--- src/rtl/lfsr_encrypt_tx.sv ---
// lfsr_encrypt_tx: transmit-side packet encryptor. Emits PKT_LEN bytes per
// packet (PRE_LEN preamble bytes of 8'h7E, then payload), each XORed with a
// key built from a 5-bit Fibonacci LFSR that steps once per emitted byte.
module lfsr_encrypt_tx #(
  parameter int         PKT_LEN    = 32,
  parameter int         PRE_LEN    = 7,
  parameter logic [2:0] PAY_KEY_HI = 3'b100
) (
  input  logic       clk,
  input  logic       rst,
  input  logic       start,
  input  logic [4:0] seed,
  input  logic [2:0] tap_sel,
  input  logic [7:0] plainByte,
  input  logic       plainValid,
  output logic       plainReady,
  output logic [7:0] encryptByte,
  output logic       validOut,
  input  logic       outReady,
  output logic       busy,
  output logic       packetDone,
  output logic       cfgErr
);

  localparam int CW = $clog2(PKT_LEN + 1);
  localparam logic [7:0] PRE_BYTE = 8'h7E;

  typedef enum logic [1:0] {IDLE, PRE, PAY, DRAIN} state_t;

  state_t        state;
  logic [4:0]    lfsr;
  logic [4:0]    taps;
  logic [CW-1:0] byte_cnt;

  logic          cfg_ok;
  logic          load_ok;
  logic          do_load;
  logic [4:0]    cur_lfsr;
  logic [4:0]    cur_taps;
  logic [CW-1:0] cur_idx;
  logic [7:0]    key;
  logic [7:0]    src;
  logic [4:0]    lfsr_nxt;
  state_t        state_after_load;

  // Polynomial table indexed by tap_sel; out-of-range values are rejected
  // before they are ever captured, so the default is never loaded.
  function automatic logic [4:0] tap_of(input logic [2:0] sel);
    case (sel)
      3'd0:    tap_of = 5'h1E;
      3'd1:    tap_of = 5'h1D;
      3'd2:    tap_of = 5'h1B;
      3'd3:    tap_of = 5'h17;
      3'd4:    tap_of = 5'h14;
      3'd5:    tap_of = 5'h12;
      default: tap_of = 5'h00;
    endcase
  endfunction

  assign cfg_ok  = (seed != 5'd0) && (tap_sel <= 3'd5);
  // Output register can take a new byte when empty or being drained this cycle.
  assign load_ok = !validOut || outReady;
  assign plainReady = (state == PAY) && load_ok;
  assign busy    = (state != IDLE);

  // Byte 0 is loaded on the start edge itself, so in IDLE the key comes
  // straight from seed/tap_sel rather than from the (not yet loaded) registers.
  always_comb begin
    cur_lfsr = (state == IDLE) ? seed : lfsr;
    cur_taps = (state == IDLE) ? tap_of(tap_sel) : taps;
    cur_idx  = (state == IDLE) ? '0 : byte_cnt;
    key      = {(cur_idx < CW'(PRE_LEN)) ? 3'b000 : PAY_KEY_HI, cur_lfsr};
    src      = (state == PAY) ? plainByte : PRE_BYTE;
    lfsr_nxt = {cur_lfsr[3:0], ^(cur_lfsr & cur_taps)};
    do_load  = ((state == IDLE) && start && cfg_ok) ||
               ((state == PRE)  && load_ok) ||
               ((state == PAY)  && plainValid && plainReady);
    if (cur_idx == CW'(PKT_LEN - 1))
      state_after_load = DRAIN;
    else if (cur_idx >= CW'(PRE_LEN - 1))
      state_after_load = PAY;
    else
      state_after_load = PRE;
  end

  // Packet FSM, output register, LFSR and byte counter.
  always_ff @(posedge clk) begin
    if (rst) begin
      state       <= IDLE;
      lfsr        <= '0;
      taps        <= '0;
      byte_cnt    <= '0;
      encryptByte <= '0;
      validOut    <= 1'b0;
      packetDone  <= 1'b0;
      cfgErr      <= 1'b0;
    end else begin
      packetDone <= 1'b0;
      cfgErr     <= 1'b0;

      // A load replaces an accepted byte in the same cycle (no bubble); an
      // accept with nothing to load empties the register.
      if (do_load) begin
        encryptByte <= src ^ key;
        validOut    <= 1'b1;
        lfsr        <= lfsr_nxt;
        byte_cnt    <= cur_idx + 1'b1;
      end else if (validOut && outReady) begin
        validOut <= 1'b0;
      end

      case (state)
        IDLE: begin
          if (start) begin
            if (cfg_ok) begin
              taps  <= tap_of(tap_sel);
              state <= state_after_load;
            end else begin
              cfgErr <= 1'b1;
            end
          end
        end
        PRE, PAY: begin
          if (do_load) state <= state_after_load;
        end
        DRAIN: begin
          if (validOut && outReady) begin
            packetDone <= 1'b1;
            state      <= IDLE;
          end
        end
        default: state <= IDLE;
      endcase
    end
  end

endmodule

--- config.mk ---
export PLATFORM = sky130hd
export DESIGN_NAME = lfsr_encrypt_tx
export DESIGN_NICKNAME = d
export VERILOG_FILES = /design/src/rtl/lfsr_encrypt_tx.sv
export SDC_FILE = /design/constraint.sdc
export NUM_CORES = 1
export LEC_CHECK = 0
export BUFFER_PORTS_ARGS = -buffer_cell sky130_fd_sc_hd__clkbuf_2
export CORE_ASPECT_RATIO = 1.75
export CORE_UTILIZATION = 28
export CTS_BUF_LIST = sky130_fd_sc_hd__clkbuf_8 sky130_fd_sc_hd__clkbuf_16
export DETAILED_ROUTE_END_ITERATION = 10
export HOLD_SLACK_MARGIN = 0.02
export MAX_ROUTING_LAYER = met4
export PLACE_DENSITY = 0.56
export SYNTH_ARGS = -nofsm -noshare
export SYNTH_HDL_FRONTEND = slang
export SYNTH_SLANG_ARGS = --single-unit
--- constraint.sdc ---
create_clock -name clk -period 2.65 [get_ports clk]
set_clock_uncertainty 0.05 [all_clocks]
set_input_delay 0.53 -clock clk [delete_from_list [all_inputs] [get_ports clk]]
set_output_delay 0.53 -clock clk [all_outputs]
set_load 0.02 [all_outputs]
## Yosys cells after proc, flatten, opt, wreduce, memory -nomap -nowiden

Cells that the tools add are included.

| cells by class | value |
|---|---|
| equality and inequality tests | 13 |
| reduce and logical (&&, ||, !) cells | 23 |
| div/mod/pow operators | 0 |
| mux-type cells | 17 |
| $lt $le $gt $ge | 3 |
| shift operators | 0 |
| multipliers | 0 |
| bitwise logic cells | 5 |
| add/sub/neg operators | 1 |

Operators with widths:

| kind | count |
|---|---|
| 5-bit one-hot mux with 6 select lines | 1 |
| 2-bit two-way mux | 6 |
| 5-bit two-way mux | 2 |
| 1-bit logical AND | 8 |
| 8-bit two-way mux | 1 |
| 2-bit inequality test (second input constant) | 4 |
| 8-bit XOR | 1 |
| 6-bit by 1-bit adder with 6-bit output (second input constant) | 1 |
| 3-bit by 2-bit equality test with 1-bit output (second input constant) | 2 |
| 3-bit equality test (second input constant) | 2 |
| 6-bit by 5-bit equality test with 1-bit output (second input constant) | 1 |
| 6-bit by 3-bit >= comparator with 1-bit output (second input constant) | 1 |
| 6-bit by 3-bit < comparator with 1-bit output (second input constant) | 1 |
| 6-bit two-way mux | 1 |
| 2-bit one-hot mux with 3 select lines | 1 |
| 5-bit AND | 1 |
| 5-bit nonzero test | 1 |
| 5-bit XOR reduction | 1 |
| 2-bit equality test (second input constant) | 2 |
| 1-bit two-way mux | 4 |
| 4-bit AND reduction | 1 |
| 2-bit nonzero test | 2 |
| 2-bit OR reduction | 2 |
| 3-bit by 1-bit equality test with 1-bit output (second input constant) | 1 |
| other kinds (10) | 14 |

| storage, ports and cells | value |
|---|---|
| bits in latches | 0 |
| flip-flop bits (word level) | 29 |
| logic and storage cells | 70 |
| bits in writable memories | 0 |
| memories kept | 0 |
| bits in read-only memories | 0 |

## Depth between registers and ports, before layout

| logic depth | value |
|---|---|
| depth after elaboration | 8 |
| depth in mapped cells | 12 |
| gate-level depth less buffers | 10 |

## Worst setup path after synthesis

No wires, ideal clock.

| timing path | value |
|---|---|
| path kind | reg2reg |
| from | register state[0] |
| to | register state[0] |
| setup time | 0.071 ns |
| buffers on the path | 2 |
| cell stages (with the launch flop) | 11 |
| data required time | 2.529 ns |
| path slack | 0.408 ns |
| arrival time | 2.121 ns |
| cell sequence | dfxtp_1 > inv_1 > ha_1 > buf_2 > buf_2 > nor2b_1 > ha_1 > nand3_1 > o31a_1 > or3_1 > a21oi_1 |

| on the way | value |
|---|---|
| cells in the longest elaborated chain, start to end | 8 |
| elaborated cells on any way between the ends | 27 |
| classes of those cells | order compare (1); eq/ne (8); mux (7); reduce/logical (11) |

Ends and longest elaborated chain:

| what | line | text |
|---|---|---|
| start: declaration | 30 | `state_t state;` |
| start signal: assignment | 117 | `state <= state_after_load;` |
| start signal: assignment | 124 | `if (do_load) state <= state_after_load;` |
| 2-bit logical NOT | 71, 75, 112 |  |
| 6-bit two-way mux | 71 | `cur_idx = (state == IDLE) ? '0 : byte_cnt;` |
| 6-bit by 3-bit >= comparator with 1-bit output | 80 | `else if (cur_idx >= CW'(PRE_LEN - 1))` |
| 2-bit two-way mux | 80 |  |
| 2-bit two-way mux | 78 | `if (cur_idx == CW'(PKT_LEN - 1))` |
| 2-bit two-way mux | 115 | `if (cfg_ok) begin` |
| 2-bit two-way mux | 114 | `if (start) begin` |
| 2-bit one-hot mux with 3 select lines | 112 | `case (state)` |

Several ways; a longest one is shown, not always the timed one. The select of a mux whose other input is x is not followed.
A chain may end at the register's enable or synchronous reset.

## Final worst setup path

Same ends and word-level chain as after synthesis.

==> summary.txt <==
Finish-stage setup viols - 0
PD cells - 625.9 nW/µm²
maximum vdd ir drop - 0.0002025 V
post-synthesis cell area - 1612 µm²
leakage power - 0.7858 nW
crit path DAT - 2590 ps
Sw Ratio - 0.3194
Post-DRT Antenna Nets - 0
fmax - 413.2 MHz
Avg WL per Cell - 13.88 µm
uppermost layer routed - met4
antenna violations before repair - 0
final hold slack - 418.5 ps
status - completed
Synth Area per Inst - 8.180 µm²
hold buffers post-CTS - 0
DRT Pass-1 Iters - 4
unrepaired setup endpoints after global routing - false
Setup Crit Path Kind - flop to flop
Resized Gates After CTS - 0
Gate power share - 0.246
Die Y-Extent - 102.4 µm
Layout Area Growth over Synthesis - 20.26%
final period utilization - 0.9132
post-CTS setup buffers - 0
via/cell ratio - 5.020
io pins - 34
cells after synthesis - 197
Root Driver - clkbuf_8
number of global-route vias before repair - 1416
CTS tree - built
drt initial violations - 49
routability congestion estimate - 0.8767
Placed Cells - 299
multi-input logic area - 943.4 µm²
Ys Warns - 0
Inserted Clock Buffers - 5
hold crit path type - flop to flop
Slew @ Worst Pin - 457.3 ps
die area - 6075 µm²
# Max-Cap Violations - 0
Startpoint Class - flop
Hold Vio Cnt, Final - 0
Post-Route WL - 4.262 mm
Psw - 0.3874 mW
Max clock buf depth - 2
Design Power - 1.213 mW
Total Neg Setup Slack - 0 ps
ratio of cells with drive above 1 in the final layout - 0.2208
GRT overflow - 0
clock-pin slew on the worst setup and hold paths - 60 ps
total track usage - 0.1510
Clk pwr share - 0.336
synthesized flop and latch total - 29
CTS H-tree lvls - 2
first-pass GRT wire length - 6.513 mm
fin. max-slew vios - 0
crit path cell chain - inv_1, ha_1, buf_4, nor2b_1, ha_1, nand3_1, o31a_1, or3_1, a21oi_1
CP max stage delay - 390 ps
most used cell, CP - ha_1
top_reg_cell synth - dfxtp_1
total internal power - 0.8256 mW
Yosys cell types - 45
Reg power frac - 0.418
worst reg2reg setup slack - 230 ps
clock tree sinks - 29
Final #Nets - 257
most common cell after layout, fill and taps aside - clkbuf_2
Slew Limit Headroom - 0.6924
hpwl dp - 3.248 mm
Worst Path Required - 2820 ps
most frequent cells in the layout - 33 x clkbuf_2, 29 x dfxtp_1, 25 x nand2_1, 22 x nor2_1, 12 x a21oi_1
maximum fanout along the worst path - 10
Rows - 36
post-route DRC violation count - 0
register area - 580.6 µm²
post-route insts no fill - 307
post-synthesis sequential area ratio - 0.3602
clk_lat worst skew - 290 ps
ANT cells - 0
WL met3 - 97 µm
slowest stage cell, crit path - dfxtp_1
Initial Utilization - 0.2909
core area - 5540 µm²
Port Buffer Count - 33
detailed-route via count - 1541
Post-synth ARST share - 0
Final Critical Period - 2420 ps
metal2 WL - 2.379 mm
die width - 59.35 µm
largest net degree at the start of global routing - 30
Syn Nets - 224
Worst setup EP type - flop
WL met1 - 1.572 mm
Filler cells - 629
Post-synth EDFFs - 0
-- synth_stat cells (3+ instances only) --
| cell type | instances | area [µm²] |
|---|---|---|
| dfxtp_1 | 29 | 580.6 |
| nand2_1 | 25 | 93.84 |
| a21oi_1 | 12 | 60.06 |
| nor2b_1 | 8 | 50.05 |
| buf_2 | 4 | 20.02 |
| nand2b_1 | 3 | 18.77 |
| nor3b_1 | 3 | 22.52 |
| a31oi_1 | 3 | 18.77 |
| ha_1 | 6 | 75.07 |
| inv_1 | 6 | 22.52 |
| xnor2_1 | 7 | 61.31 |
| o21ai_0 | 4 | 20.02 |
| nand3b_1 | 3 | 22.52 |
| clkbuf_1 | 4 | 15.01 |
| nor2_1 | 22 | 82.58 |
| a211oi_1 | 10 | 75.07 |
| o22ai_1 | 3 | 18.77 |
| mux2i_1 | 3 | 30.03 |
| a21boi_0 | 4 | 30.03 |
| nor3_1 | 6 | 30.03 |
-- area by class of cell --
class                      instances  share of cell area
inverter                           6             0.01162
sequential                        29              0.2995
clock inverter                     1            0.002582
tap                               76             0.04906
timing repair buffer              37              0.1007
multi-input combinational        151              0.4868
clock buffer                       7             0.04971
-- registers in the layout, summed over array words and instances, names as in the netlist --
register	cells
encryptByte	8
byte_cnt	6
lfsr	5
taps	5
state	2
cfgErr	1
packetDone	1
validOut	1
-- through the flow --
step	setup WS (ps)	utilization	instance area, µm²
2_1_floorplan	408.3	-	1612
3_3_place_gp	319.4	0.3315	1837
3_5_place_dp	260.5	0.3315	1837
4_1_cts	242.6	0.3498	1938
5_1_grt	83.57	0.3498	1938
6_report	230.0	0.3498	1938
-- power by group through the flow --
stage	sequential, mW	combinational (mW)	clock (mW)
after floorplan	0.531	0.202	0
after global placement	0.516	0.301	0
after detailed placement	0.516	0.300	0
after CTS	0.507	0.303	0.412
after global routing	0.513	0.329	0.436
final	0.507	0.298	0.407
-- path summary, 6_finish.rpt --
check,cells after the start,startpoint,end
worst max register to register,9,state[0],state[0]
worst max-delay path,9,state[0],state[0]
worst min-delay path,2,encryptByte[7],encryptByte[7]
worst min register to register,2,encryptByte[7],encryptByte[7]
-- worst max-delay path, delay by kind of cell (launching register included) --
kind	cells	cell delay (ps)
compound gates	2	400
fa+ha+maj	2	570
buf+inv	2	300
simple gates	3	640
flops	1	390
-- routing by layer --
layer | global-route usage | vias to the layer above
li1 | - | 764
met5 | - | -
met4 | 0.1044 | 0
met1 | 0.1383 | 729
met3 | 0.01899 | 15
met2 | 0.2774 | 33
-- kinds of logic (layout without fill, tap and decap cells) --
family / count (synthesis) / in the layout / synth area share
simple gates: 82 / 82 / 0.2531
compound gates: 52 / 52 / 0.2236
flops: 29 / 29 / 0.3603
buf+inv: 17 / 51 / 0.05435
xor+xnor: 8 / 8 / 0.04348
fa+ha+maj: 6 / 6 / 0.04658
mux: 3 / 3 / 0.01863
(Power assumes the default switching activity.)
